==> config.mk <==
export PLATFORM = sky130hd
export DESIGN_NAME = rr_mux_arbiter4
export DESIGN_NICKNAME = d
export VERILOG_FILES = /design/src/rtl/rr_mux_arbiter4_pkg.sv /design/src/rtl/rr_pick4.sv /design/src/rtl/rr_mux_arbiter4.sv
export SDC_FILE = /design/constraint.sdc
export NUM_CORES = 1
export LEC_CHECK = 0
export CAP_MARGIN = 40
export CORE_MARGIN = 2
export CORE_UTILIZATION = 30
export CTS_CLUSTER_DIAMETER = 80
export CTS_CLUSTER_SIZE = 24
export DETAILED_ROUTE_END_ITERATION = 7
export HOLD_SLACK_MARGIN = 0.05
export PLACE_DENSITY_LB_ADDON = 0.05
export SYNTH_ARGS = -nofsm -noshare
export SYNTH_HDL_FRONTEND = slang
export SYNTH_SLANG_ARGS = --single-unit
==> constraint.sdc <==
create_clock -name clk -period 5.3 [get_ports clk]
set_clock_uncertainty 0.2 [all_clocks]
set_input_delay 1.325 -clock clk [delete_from_list [all_inputs] [get_ports clk]]
set_output_delay 1.325 -clock clk [all_outputs]
set_load 0.005 [all_outputs]
==> src/rtl/rr_mux_arbiter4_pkg.sv <==
// +----------------------------------------------------------------------+
// | rr_mux_arbiter4_pkg                                                  |
// | Shared FSM state encodings and reset pointer for the arbiter slice.  |
// | Revision: 1.0                                                        |
// +----------------------------------------------------------------------+
`default_nettype none

package rr_mux_arbiter4_pkg;

  typedef enum logic {
    ST_IDLE  = 1'b0,
    ST_GRANT = 1'b1
  } state_t;

  // Last-owner pointer after reset; requester 0 is searched first.
  localparam logic [1:0] RST_LAST = 2'd3;

endpackage

`default_nettype wire

==> src/rtl/rr_pick4.sv <==
// +----------------------------------------------------------------------+
// | rr_pick4                                                             |
// | Combinational round-robin search over 4 requests, optional exclusion.|
// | Revision: 1.0                                                        |
// +----------------------------------------------------------------------+
`default_nettype none

module rr_pick4 (
  input  logic [3:0] req,
  input  logic [1:0] start,
  input  logic       excl_en,
  input  logic [1:0] excl_idx,
  output logic [1:0] idx,
  output logic       found
);

  logic [1:0] w_cand;

  always_comb begin
    idx    = 2'd0;
    found  = 1'b0;
    w_cand = 2'd0;
    for (int k = 0; k < 4; k++) begin
      w_cand = start + 2'(k);
      if (!found && req[w_cand] && !(excl_en && (w_cand == excl_idx))) begin
        idx   = w_cand;
        found = 1'b1;
      end
    end
  end

endmodule

`default_nettype wire

==> src/rtl/rr_mux_arbiter4.sv <==
// +----------------------------------------------------------------------+
// | rr_mux_arbiter4                                                      |
// | Round-robin 4-way mux arbiter with bounded hold and forced rotation. |
// | Revision: 1.0                                                        |
// +----------------------------------------------------------------------+
`default_nettype none

module rr_mux_arbiter4
  import rr_mux_arbiter4_pkg::*;
#(
  parameter int MAX_HOLD = 4,
  parameter int CNT_W    = 3
) (
  input  logic       clk,
  input  logic       rst,
  input  logic [3:0] req,
  output logic [3:0] gnt,
  output logic [1:0] sel,
  output logic       busy
);

  localparam logic [CNT_W-1:0] c_HOLD_MAX = CNT_W'(MAX_HOLD);
  localparam logic [CNT_W-1:0] c_HOLD_ONE = CNT_W'(1);

  state_t           r_state, w_state_nxt;
  logic [3:0]       r_gnt, w_gnt_nxt;
  logic [1:0]       r_sel, w_sel_nxt;
  logic [1:0]       r_last, w_last_nxt;
  logic [CNT_W-1:0] r_hold, w_hold_nxt;
  logic             r_busy, w_busy_nxt;
  logic [1:0]       w_start, w_idx;
  logic             w_found, w_excl_en, w_load;

  // While granted, the owner is excluded so the search only sees contenders.
  assign w_start   = r_last + 2'd1;
  assign w_excl_en = (r_state == ST_GRANT);

  rr_pick4 u_pick (
    .req      (req),
    .start    (w_start),
    .excl_en  (w_excl_en),
    .excl_idx (r_last),
    .idx      (w_idx),
    .found    (w_found)
  );

  always_ff @(posedge clk or posedge rst) begin
    if (rst) begin
      r_state <= ST_IDLE;
      r_gnt   <= 4'b0000;
      r_sel   <= 2'b00;
      r_busy  <= 1'b0;
      r_hold  <= '0;
      r_last  <= RST_LAST;
    end else begin
      r_state <= w_state_nxt;
      r_gnt   <= w_gnt_nxt;
      r_sel   <= w_sel_nxt;
      r_busy  <= w_busy_nxt;
      r_hold  <= w_hold_nxt;
      r_last  <= w_last_nxt;
    end
  end

  always_comb begin
    w_state_nxt = r_state;
    w_gnt_nxt   = r_gnt;
    w_sel_nxt   = r_sel;
    w_busy_nxt  = r_busy;
    w_hold_nxt  = r_hold;
    w_last_nxt  = r_last;
    w_load      = 1'b0;

    case (r_state)
      ST_IDLE: begin
        if (w_found) w_load = 1'b1;
      end
      ST_GRANT: begin
        if (!req[r_last]) begin
          if (w_found) begin
            w_load = 1'b1;
          end else begin
            w_state_nxt = ST_IDLE;
            w_gnt_nxt   = 4'b0000;
            w_busy_nxt  = 1'b0;
            w_hold_nxt  = '0;
          end
        end else if (r_hold == c_HOLD_MAX) begin
          // Saturated: rotate only if someone else is waiting.
          if (w_found) w_load = 1'b1;
        end else begin
          w_hold_nxt = r_hold + c_HOLD_ONE;
        end
      end
      default: begin
        w_state_nxt = ST_IDLE;
        w_gnt_nxt   = 4'b0000;
        w_sel_nxt   = 2'b00;
        w_busy_nxt  = 1'b0;
        w_hold_nxt  = '0;
        w_last_nxt  = RST_LAST;
      end
    endcase

    if (w_load) begin
      w_state_nxt = ST_GRANT;
      w_gnt_nxt   = 4'b0001 << w_idx;
      w_sel_nxt   = w_idx;
      w_busy_nxt  = 1'b1;
      w_hold_nxt  = c_HOLD_ONE;
      w_last_nxt  = w_idx;
    end
  end

  assign gnt  = r_gnt;
  assign sel  = r_sel;
  assign busy = r_busy;

endmodule

`default_nettype wire

==> results.tsv, run 1 <==
stage	metric	value	unit
sta	RSZ-0062 raised after global routing	false	
pwr	internal power of the cells	348.0	uW
finish	antenna diode count	0	
synthesis	largest area contributor in the synthesized netlist	sky130_fd_sc_hd__dfrtp_1	
sta	achievable frequency	0.2827	GHz
sta	total negative setup slack	0	ps
synthesis	total nets after synthesis	106	
floorplan	number of I/O pins	13	
place	routability-driven placement congestion ratio	0.7565	
critical_path	FF-to-FF Start	r_last[0]$_DFFE_PP1P_	
global_route	pin count of the biggest net entering global routing	16	
place	Place WS	1476	ps
sta	worst slew pin tran	588.5	ps
sta	number of slew-limit violations in the final report	0	
critical_path	data required time of the critical path	5300	ps
global_route	vias in the first global route	687	
sta	post-route setup slack	1763	ps
finish	Area growth, synth to finish	15.51	%
sta	worst slew slack as a fraction of its limit	60.27	%
floorplan	Die Height	59.86	um
synthesis	Netlist Area Pre-Place	935.9	um2
pwr	sequential power share	33.4	%
cts	worst-skew pair later-pin latency	270	ps
global_route	number of antenna violations at the first check in global routing	0	
min_path	class of the worst hold path	flop to flop	
min_path	hold path startpoint	busy$_DFFE_PP0P_	
floorplan	Starting Density	31.17	%
critical_path	endpoint arrival time on the critical path	3540	ps
cts	maximum clock insertion buffer count	2	
global_route	residual overflow from global routing	0	
pwr	Sw Share	41.73	%
detailed_routing	total length of routed wires	2035	um
sta	number of setup violations in the final report	0	
detailed_routing	WL/cell	14.43	um
cts	clk slew on worst S/H paths	80	ps
detailed_routing	detailed-routing iteration count for the pre-antenna-repair pass	4	
critical_path	Worst Path Class, Setup	input pin to flop	
synthesis	Netlist cell types	43	
cts	number of buffers inserted during clock tree synthesis	3	
detailed_routing	DRC viols	0	
critical_path	startpoint class of the critical path	input pin	
pwr	fraction of power consumed by combinational cells	56.7	%
floorplan	number of rows in the core area	20	
run	Max Cap Viol	0	
detailed_routing	via density per instance	5.426	
global_route	Global Route Usage Sum	12.72	%
cts	post-CTS setup repair buffer count	0	
floorplan	Core ar.	0.003003	mm2
synthesis	Cells after Synth	98	
detailed_routing	antenna-violating nets left	0	
synthesis	top post-synthesis cells by area	sky130_fd_sc_hd__dfrtp_1 29%, sky130_fd_sc_hd__dfstp_2 5.6%, sky130_fd_sc_hd__nand2_1 4.4%	
cts	number of clock sinks	13	
synthesis	register bit count reported by yosys	13	
synthesis	post-synthesis area per instance	9.550	um2
synthesis	share of Yosys cell area claimed by the top area cell type	29.41	%
synthesis	number of warnings reported in the yosys synthesis log	0	
pwr	net switching power of the design	249.2	uW
finish	proportion of layout cells with a drive suffix above 1	12.04	%
finish	total of fill cells in the finished design	322	
cts	CTS H-tree depth	1	
pwr	Worst VDD drop	0.2841	mV
status	run status	complete, no violations	
place	cell count after placement	137	
cts	clock tree from TritonCTS	built	
finish	Nets	117	
finish	number of cells in the finished layout apart from fillers	141	
critical_path	Critical Path End Type	flop	
pwr	PwrDens	552.5	mW/mm2
place	half-perimeter wire length after detailed placement	1608	um
floorplan	die span in x	59.86	um
sta	post-layout minimum cycle time	3537	ps
detailed_routing	vias after detailed routing	765	
pwr	cell leakage power	0.0004626	uW
floorplan	Die Area	0.003583	mm2
place	number of I/O port buffers	12	
critical_path	Crit Path Max Fanout	9	
synthesis	sequential share of the synthesized area	35.03	%
cts	Hold Buf Count CTS	0	
detailed_routing	drt first-iter violations	16	
pwr	fraction of power consumed by the clock network	9.9	%
cts	Resized cells post-CTS	0	
critical_path	worst reg-to-reg setup slack	2740	ps
global_route	wire length of the first global-routing pass	3360	um
critical_path	crit path from	req[2]	
cts	clk root buf	sky130_fd_sc_hd__clkbuf_4	
sta	final count of hold timing violations	0	
sta	crit share post-route	66.74	%
## cell usage after synthesis (all sizes together)
cell type,count
clkbuf,2
and2,2
dfrtp,11
and3,1
o211ai,1
o22a,1
o21ai,1
a32o,1
a21oi,7
nor2b,3
a21bo,1
o41ai,1
o31ai,2
or3,1
o2bb2ai,3
and2b,1
a2bb2oi,2
o21a,2
a22o,1
a21o,4
o21ba,1
o311ai,2
dfstp,2
nand3b,1
buf,4
inv,5
xnor2,1
nand2,11
mux2i,3
mux4,1
nor4,1
nand3,5
ha,2
a31o,1
a31oi,1
nor2,7
or4,1
nor3b,1
## critical path, stage by stage
cell                              delay (ps)
sky130_fd_sc_hd__clkdlybuf4s50_1         570
sky130_fd_sc_hd__mux4_2                  660
sky130_fd_sc_hd__and2_4                  210
sky130_fd_sc_hd__o41ai_4                 380
sky130_fd_sc_hd__a21bo_1                 260
sky130_fd_sc_hd__o2bb2ai_2               130
## metal layers
layer | wire (um) | GRT usage [%]
met2 | 885 | 18.48
met1 | 1070 | 18.32
met4 | 19 | 4.762
met5 | 0 | 0
met3 | 59 | 2.814
## sequential cells by signal, indices dropped and copies added (netlist names)
name	count
r_last	2
busy	1
r_hold	3
r_state	1
sel	2
gnt	4
## path summary, 6_finish.rpt
check                                         to  depth (start not counted)
min in group asynchronous     gnt[0]$_DFFE_PP0P_                          2
max in group asynchronous  r_last[1]$_DFFE_PP1P_                          2
min                             busy$_DFFE_PP0P_                          1
max                           gnt[2]$_DFFE_PP0P_                          6
max reg2reg                   gnt[2]$_DFFE_PP0P_                          5
min reg2reg                     busy$_DFFE_PP0P_                          1
## through the flow
stage / total power [uW] / instance area, um2 / hold WS, ps / utilization, %
finish: 597.2 / 1081 / 283.0 / 36.00
global route: 652.0 / 1081 / 293.2 / 36.00
CTS: 608.0 / 1081 / 283.4 / 36.00
detailed placement: 542.9 / 1055 / 264.7 / 35.13
global placement: 548.9 / 1055 / 272.9 / 35.13
floorplan: 444.0 / 935.9 / 273.9 / -
## power by group through the flow
stage	registers (uW)	clock network [uW]	logic [uW]
after global routing	209	65.9	377
after detailed placement	201	0	342
final	199	59.3	339
after global placement	202	0	347
after CTS	200	63.4	345
after floorplan	174	0	270
## cells in the final DEF (no fill, tap or decap), types with 2 or more instances in the layout
| master | netlist | layout |
|---|---|---|
| sky130_fd_sc_hd__clkdlybuf4s50_1 | 0 | 12 |
| sky130_fd_sc_hd__nand2_1 | 11 | 11 |
| sky130_fd_sc_hd__dfrtp_1 | 11 | 11 |
| sky130_fd_sc_hd__nor2_1 | 7 | 7 |
| sky130_fd_sc_hd__a21oi_1 | 7 | 7 |
| sky130_fd_sc_hd__inv_1 | 5 | 5 |
| sky130_fd_sc_hd__nand3_1 | 5 | 5 |
| sky130_fd_sc_hd__a21o_1 | 4 | 4 |
| sky130_fd_sc_hd__mux2i_1 | 3 | 3 |
| sky130_fd_sc_hd__nor2b_1 | 3 | 3 |
| sky130_fd_sc_hd__clkbuf_4 | 0 | 3 |
| sky130_fd_sc_hd__o2bb2ai_2 | 2 | 2 |
| sky130_fd_sc_hd__a2bb2oi_1 | 2 | 2 |
| sky130_fd_sc_hd__o311ai_0 | 2 | 2 |
| sky130_fd_sc_hd__o21a_1 | 2 | 2 |
| sky130_fd_sc_hd__ha_1 | 2 | 2 |
| sky130_fd_sc_hd__dfstp_2 | 2 | 2 |
## final cells by class
type,instances,area (um2),share of cell area (%)
well taps,33,41.29,3.819
inverters,5,18.77,1.736
multi-input cells,74,546.8,50.58
clock buffers,4,26.28,2.431
flip-flops and latches,13,327.8,30.32
repair buffers,12,120.1,11.11
## cell families (layout without fill, tap and decap cells)
logic type                 count (synthesis)  count (layout)  share of synthesized area [%]
buffers and inverters                     11              21                          6.551
DFF                                       13              13                          35.03
and+or+nand+nor                           35              35                          18.72
adders and majority gates                  2               2                          2.673
xor gates and xnor gates                   1               1                         0.9360
AOI/OAI and AO/OA                         32              32                          30.48
muxes                                      4               4                          5.615
Note: power is estimated with default switching activity, not from simulation.
==> run 2, diff against run 1 <==
==> constraint.sdc (replaced) <==
create_clock -name clk -period 3.25 [get_ports clk]
set_clock_uncertainty 0.2 [all_clocks]
set_input_delay 0.8125 -clock clk [delete_from_list [all_inputs] [get_ports clk]]
set_output_delay 0.8125 -clock clk [all_outputs]
set_load 0.005 [all_outputs]
==> run 2 against run 1 <==
Count of clock-buffer cells in the layout stayed put. First-iteration DRC count increased by 38%. Global-route usage up 0.23 points. Die area stayed put. Routed wire length up 1.1%. Final cell count increased by 2.8%. Setup slack worse by 1400 ps. Critical path type unchanged.
==> results.tsv, run 2 (synthesis results as in run 1) <==
stage	metric	value	unit
status	run status	complete, no violations	
detailed_routing	antenna-violating nets left	0	
place	routability-driven placement congestion ratio	0.7486	
pwr	sequential power share	33.0	%
floorplan	Core ar.	0.003003	mm2
critical_path	Crit path largest cell delay	640	ps
cts	Hold Buf Count CTS	0	
sta	worst hold-check slack	285.9	ps
pwr	net switching power of the design	410.0	uW
pwr	PwrDens	892.3	mW/mm2
finish	commonest non-fill, non-tap cells in the layout	12 x sky130_fd_sc_hd__clkdlybuf4s50_1, 11 x sky130_fd_sc_hd__nand2_1, 11 x sky130_fd_sc_hd__dfrtp_1, 7 x sky130_fd_sc_hd__nor2_1, 7 x sky130_fd_sc_hd__a21oi_1	
sta	worst slew slack as a fraction of its limit	59.33	%
run	Max Cap Viol	0	
cts	clock tree from TritonCTS	built	
global_route	wire length of the first global-routing pass	3463	um
floorplan	Starting Density	31.17	%
floorplan	Die Height	59.86	um
global_route	vias in the first global route	740	
pwr	cell leakage power	0.0004814	uW
detailed_routing	DRC viols	0	
floorplan	number of I/O pins	13	
place	cell count after placement	141	
pwr	Worst VDD drop	0.3861	mV
sta	total negative setup slack	0	ps
finish	Area growth, synth to finish	18.72	%
pwr	Sw Share	41.36	%
critical_path	cell chain of the critical path	clkdlybuf4s50_1 > and2b_1 > o21ba_2 > or3_1 > a31o_2 > a22o_1	
finish	flip-flop count of the largest register, all copies and words added	4	
sta	achievable frequency	0.3471	GHz
global_route	Global Route Usage Sum	12.95	%
finish	footprint of the multi-input gates	546.8	um2
detailed_routing	WL/cell	14.19	um
detailed_routing	vias after detailed routing	774	
sta	final count of hold timing violations	0	
finish	antenna diode count	0	
cts	clk root buf	sky130_fd_sc_hd__clkbuf_4	
critical_path	data required time of the critical path	3220	ps
sta	number of setup violations in the final report	0	
cts	CTS H-tree depth	1	
pwr	internal power of the cells	581.4	uW
cts	maximum clock insertion buffer count	2	
global_route	pin count of the biggest net entering global routing	16	
critical_path	critical path's slowest cell	sky130_fd_sc_hd__clkdlybuf4s50_1	
critical_path	r2r worst-path depth	5	
place	half-perimeter wire length after detailed placement	1605	um
detailed_routing	detailed-routing iteration count for the pre-antenna-repair pass	4	
finish	total of fill cells in the finished design	313	
pwr	fraction of power consumed by the clock network	9.8	%
detailed_routing	drt first-iter violations	22	
min_path	Min-Delay Endpoint	sel[0]$_DFFE_PP0P_	
finish	register area	327.8	um2
global_route	residual overflow from global routing	0	
finish	most frequent standard cell in the layout excluding fill and tap cells	sky130_fd_sc_hd__clkdlybuf4s50_1	
cts	number of clock sinks	13	
critical_path	Reg2Reg Capture Point	gnt[2]$_DFFE_PP0P_	
sta	worst slew pin tran	602.4	ps
finish	proportion of layout cells with a drive suffix above 1	15.18	%
floorplan	die span in x	59.86	um
critical_path	Worst Path Class, Setup	input pin to flop	
cts	post-CTS setup repair buffer count	0	
critical_path	worst reg-to-reg setup slack	850	ps
cts	worst-skew pair later-pin latency	270	ps
detailed_routing	total length of routed wires	2058	um
sta	number of slew-limit violations in the final report	0	
critical_path	Critical Path End Type	flop	
pwr	fraction of power consumed by combinational cells	57.2	%
critical_path	Crit Path Max Fanout	9	
global_route	number of antenna violations at the first check in global routing	0	
min_path	depth of the worst hold-timing path	1	
floorplan	number of rows in the core area	20	
sta	post-layout minimum cycle time	2881	ps
sta	crit share post-route	88.64	%
finish	number of cells in the finished layout apart from fillers	145	
sta	RSZ-0062 raised after global routing	false	
cts	clk slew on worst S/H paths	80	ps
cts	Resized cells post-CTS	0	
place	number of I/O port buffers	12	
critical_path	FF-to-FF Start	r_last[0]$_DFFE_PP1P_	
min_path	hold path startpoint	sel[0]$_DFFE_PP0P_	
critical_path	endpoint arrival time on the critical path	2850	ps
min_path	class of the worst hold path	flop to flop	
floorplan	Die Area	0.003583	mm2
detailed_routing	via density per instance	5.338	
critical_path	startpoint class of the critical path	input pin	
cts	number of buffers inserted during clock tree synthesis	3	
finish	Nets	121	
[run 2: cell types whose count changed in the layout (fill, tap and decap cells not counted), sizes merged]
cell  change
buf       +4
[run 2: critical path: cells and delay by family]
kind | cells | cell delay, ps
compound gates | 3 | 710
simple gates | 2 | 690
buf+inv | 1 | 640
[run 2: per-layer routing]
metal,vias to the layer above,track usage (%),part of all wire (%)
li1,392,-,-
met1,366,18.74,50
met2,16,19.25,47
met3,0,4.113,3.5
met4,0,1.905,0
met5,-,0,0
[run 2: cell type report]
cell class              count  area share (%)
multi-input cells          74           49.21
well taps                  33           3.716
repair buffers             16           13.51
inverters                   5           1.689
clock buffers               4           2.365
flip-flops and latches     13           29.50
[run 2: power groups by stage]
stage | Combinational, uW | Clock (uW) | Sequential (uW)
2_1_floorplan | 440 | 0 | 284
3_3_place_gp | 578 | 0 | 330
3_5_place_dp | 570 | 0 | 328
4_1_cts | 575 | 103 | 326
5_1_grt | 623 | 118 | 341
6_report | 567 | 97.4 | 327
[run 2: how the worst max path moves through the flow]
stage / startpoint / end / cells past startpoint
5_1_grt: req[3] / r_last[0]$_DFFE_PP1P_ / 7
2_1_floorplan: req[1] / gnt[2]$_DFFE_PP0P_ / 6
6_report: req[3] / gnt[1]$_DFFE_PP0P_ / 6
4_1_cts: req[3] / gnt[1]$_DFFE_PP0P_ / 6
3_5_place_dp: req[3] / gnt[1]$_DFFE_PP0P_ / 6
3_3_place_gp: req[3] / gnt[0]$_DFFE_PP0P_ / 6
[run 2: stage by stage]
stage | setup WS [ps] | power, uW | instance area, um2 | util (%)
2_1_floorplan | 594.4 | 724.1 | 935.9 | -
3_5_place_dp | 93.49 | 898.1 | 1085 | 36.13
6_report | 369.2 | 991.4 | 1111 | 37.00
3_3_place_gp | 77.99 | 908.4 | 1085 | 36.13
4_1_cts | 379.5 | 1005 | 1111 | 37.00
5_1_grt | 300.2 | 1082 | 1111 | 37.00
==> run 3, diff against run 2 <==
--- a/config.mk
+++ b/config.mk
@@ -15,4 +15,5 @@
 export PLACE_DENSITY_LB_ADDON = 0.05
 export SYNTH_ARGS = -nofsm -noshare
 export SYNTH_HDL_FRONTEND = slang
+export SYNTH_HIERARCHICAL = 1
 export SYNTH_SLANG_ARGS = --single-unit
==> run 3 against run 2 <==
Hold slack improved by 18 ps. Flip-flop and latch count unchanged. Register-to-register slack got worse by 60 ps. Critical path depth down 2. Total power increased by 14%. Setup slack better by 220 ps. Combinational power grew 22%. Critical path type unchanged. Routed wire length down 12%. Utilization increased by 1.1 points. Sequential power up 2%. Sequential share of layout area increased by 2.2 points.
==> results.tsv, run 3 <==
stage	metric	value	unit
status	run status	complete, no violations	
finish	most frequent standard cell in the layout excluding fill and tap cells	sky130_fd_sc_hd__clkdlybuf4s50_1	
detailed_routing	total length of routed wires	1803	um
finish	summed area of non-filler cells in the final layout	0.001033	mm2
place	routability-driven placement congestion ratio	0.7784	
cts	maximum clock insertion buffer count	2	
critical_path	data required time of the critical path	3230	ps
synthesis	Netlist cell types	40	
critical_path	Crit Path Max Fanout	11	
sta	worst slew slack as a fraction of its limit	65.56	%
synthesis	register bit count reported by yosys	13	
critical_path	Worst Path Class, Setup	input pin to flop	
critical_path	endpoint arrival time on the critical path	2640	ps
pwr	cell leakage power	0.0004387	uW
synthesis	async set-reset flop share out of synthesis	100.0	%
floorplan	die span in x	57.06	um
synthesis	most numerous cell in the Yosys netlist	sky130_fd_sc_hd__dfrtp_1	
detailed_routing	vias after detailed routing	688	
sta	final count of hold timing violations	0	
synthesis	post-synthesis area per instance	10.56	um2
sta	number of slew-limit violations in the final report	0	
finish	fin util	38.13	%
synthesis	number of warnings reported in the yosys synthesis log	6	
cts	number of buffers inserted during clock tree synthesis	3	
floorplan	number of rows in the core area	19	
finish	Nets	106	
finish	footprint of the multi-input gates	471.7	um2
cts	Resized cells post-CTS	0	
global_route	residual overflow from global routing	0	
synthesis	sequential share of the synthesized area	38.81	%
synthesis	largest area contributor in the synthesized netlist	sky130_fd_sc_hd__dfrtp_1	
critical_path	startpoint class of the critical path	input pin	
synthesis	Cells after Synth	80	
floorplan	Starting Density	31.16	%
cts	clk root buf	sky130_fd_sc_hd__clkbuf_4	
sta	achievable frequency	0.3752	GHz
detailed_routing	drt first-iter violations	11	
pwr	Worst VDD drop	0.5246	mV
synthesis	most instantiated cells after synthesis	11 x sky130_fd_sc_hd__dfrtp_1, 9 x sky130_fd_sc_hd__inv_1, 8 x sky130_fd_sc_hd__nand2_1	
finish	flip-flop count of the largest register, all copies and words added	4	
cts	clock tree from TritonCTS	built	
synthesis	Netlist Area Pre-Place	844.6	um2
synthesis	top post-synthesis cells by area	sky130_fd_sc_hd__dfrtp_1 33%, sky130_fd_sc_hd__dfstp_2 6.2%, sky130_fd_sc_hd__mux2_4 5.3%	
sta	crit share post-route	82.01	%
sta	number of setup violations in the final report	0	
synthesis	total nets after synthesis	88	
detailed_routing	via density per instance	5.375	
finish	antenna diode count	0	
cts	clk slew on worst S/H paths	90	ps
sta	total negative setup slack	0	ps
cts	post-CTS setup repair buffer count	0	
synthesis	Post-synth EDFFs	0	
finish	proportion of layout cells with a drive suffix above 1	21.65	%
place	cell count after placement	124	
floorplan	Die Height	57.06	um
detailed_routing	DRC viols	0	
sta	RSZ-0062 raised after global routing	false	
global_route	number of antenna violations at the first check in global routing	0	
place	half-perimeter wire length after detailed placement	1378	um
floorplan	Core ar.	0.002710	mm2
cts	worst-skew pair later-pin latency	280	ps
cts	number of clock sinks	13	
run	Max Cap Viol	0	
floorplan	number of I/O pins	13	
detailed_routing	detailed-routing iteration count for the pre-antenna-repair pass	4	
cts	Hold Buf Count CTS	0	
sta	worst hold-check slack	304.0	ps
cts	CTS H-tree depth	1	
place	instance area after placement	0.001007	mm2
finish	number of cells in the finished layout apart from fillers	128	
detailed_routing	WL/cell	14.09	um
detailed_routing	antenna-violating nets left	0	
finish	total of fill cells in the finished design	293	
critical_path	Critical Path End Type	flop	
sta	post-layout minimum cycle time	2665	ps
global_route	wire length of the first global-routing pass	3015	um
finish	commonest non-fill, non-tap cells in the layout	12 x sky130_fd_sc_hd__clkdlybuf4s50_1, 11 x sky130_fd_sc_hd__dfrtp_1, 9 x sky130_fd_sc_hd__inv_1, 8 x sky130_fd_sc_hd__nand2_1	
finish	register area	327.8	um2
min_path	class of the worst hold path	flop to flop	
synthesis	share of Yosys cell area claimed by the top area cell type	32.59	%
sta	worst slew pin tran	516.0	ps
pwr	PwrDens	1095	mW/mm2
floorplan	Die Area	0.003256	mm2
global_route	Global Route Usage Sum	11.99	%
place	number of I/O port buffers	12	
synthesis	top flip-flop cell by instance count after synthesis	sky130_fd_sc_hd__dfrtp_1	
finish	Area growth, synth to finish	22.37	%
global_route	vias in the first global route	668	
global_route	pin count of the biggest net entering global routing	14	
-- run 3: cell count changes in the layout (fill, tap and decap cells not counted), moves of 3 or more --
cell,before,now
sky130_fd_sc_hd__a21oi_1,7,1
sky130_fd_sc_hd__nor2_1,7,1
sky130_fd_sc_hd__a21o_1,4,0
sky130_fd_sc_hd__inv_1,5,9
sky130_fd_sc_hd__mux2_4,0,3
sky130_fd_sc_hd__nand2_1,11,8
sky130_fd_sc_hd__nand4_1,0,3
sky130_fd_sc_hd__o221a_2,0,3
-- run 3: critical path, cell delays in order --
cell and delay, ps:
sky130_fd_sc_hd__clkdlybuf4s50_1 500, sky130_fd_sc_hd__mux4_2 630, sky130_fd_sc_hd__a21oi_4 360, sky130_fd_sc_hd__mux2_4 330
-- run 3: logic make-up after synthesis --
| kind of cell | synth area share [%] |
|---|---|
| xor+xnor | 1.037 |
| mux | 9.185 |
| compound gates | 24.15 |
| simple gates | 18.52 |
| buf+inv | 5.333 |
| fa+ha+maj | 2.962 |
| flops | 38.81 |
-- run 3: worst paths after layout --
kind | endpoint | cells past startpoint | slack, ps | from
setup / recovery | sel[0]$_DFFE_PP0P_ | 4 | 580 | req[1]
hold / removal | busy$_DFFE_PP0P_ | 1 | 300 | busy$_DFFE_PP0P_
setup reg to reg | gnt[1]$_DFFE_PP0P_ | 7 | 790 | r_last[0]$_DFFE_PP1P_
hold reg to reg | busy$_DFFE_PP0P_ | 1 | 300 | busy$_DFFE_PP0P_
max in group asynchronous | r_last[0]$_DFFE_PP1P_ | 2 | 1840 | rst
min in group asynchronous | gnt[0]$_DFFE_PP0P_ | 2 | 650 | rst
-- run 3: power breakdown --
group          switching (uW)  internal (uW)  total, uW
Clock                    58.3           47.7        106
Sequential               79.8            255        334
Combinational             322            369        691
Total                     460            672       1130
-- run 3: per-layer routing --
layer | vias to the layer above | GRT usage [%] | routed length [um]
li1 | 337 | - | -
met1 | 330 | 15.91 | 902
met2 | 16 | 18.23 | 787
met3 | 5 | 1.587 | 68
met4 | 0 | 7.973 | 44
met5 | - | 0 | 0
-- run 3: through the flow --
step                total power (uW)  worst slack (ps)
detailed placement              1036             272.3
CTS                             1143             578.5
global placement                1034             308.7
finish                          1131             584.8
floorplan                      830.2             896.1
global route                    1228             517.0
-- run 3: final cells by class --
class                   count  area share, %
clock buffers               4          2.542
repair buffers             14          13.08
well taps                  31          3.753
inverters                   9          3.269
multi-input cells          57          45.64
flip-flops and latches     13          31.72
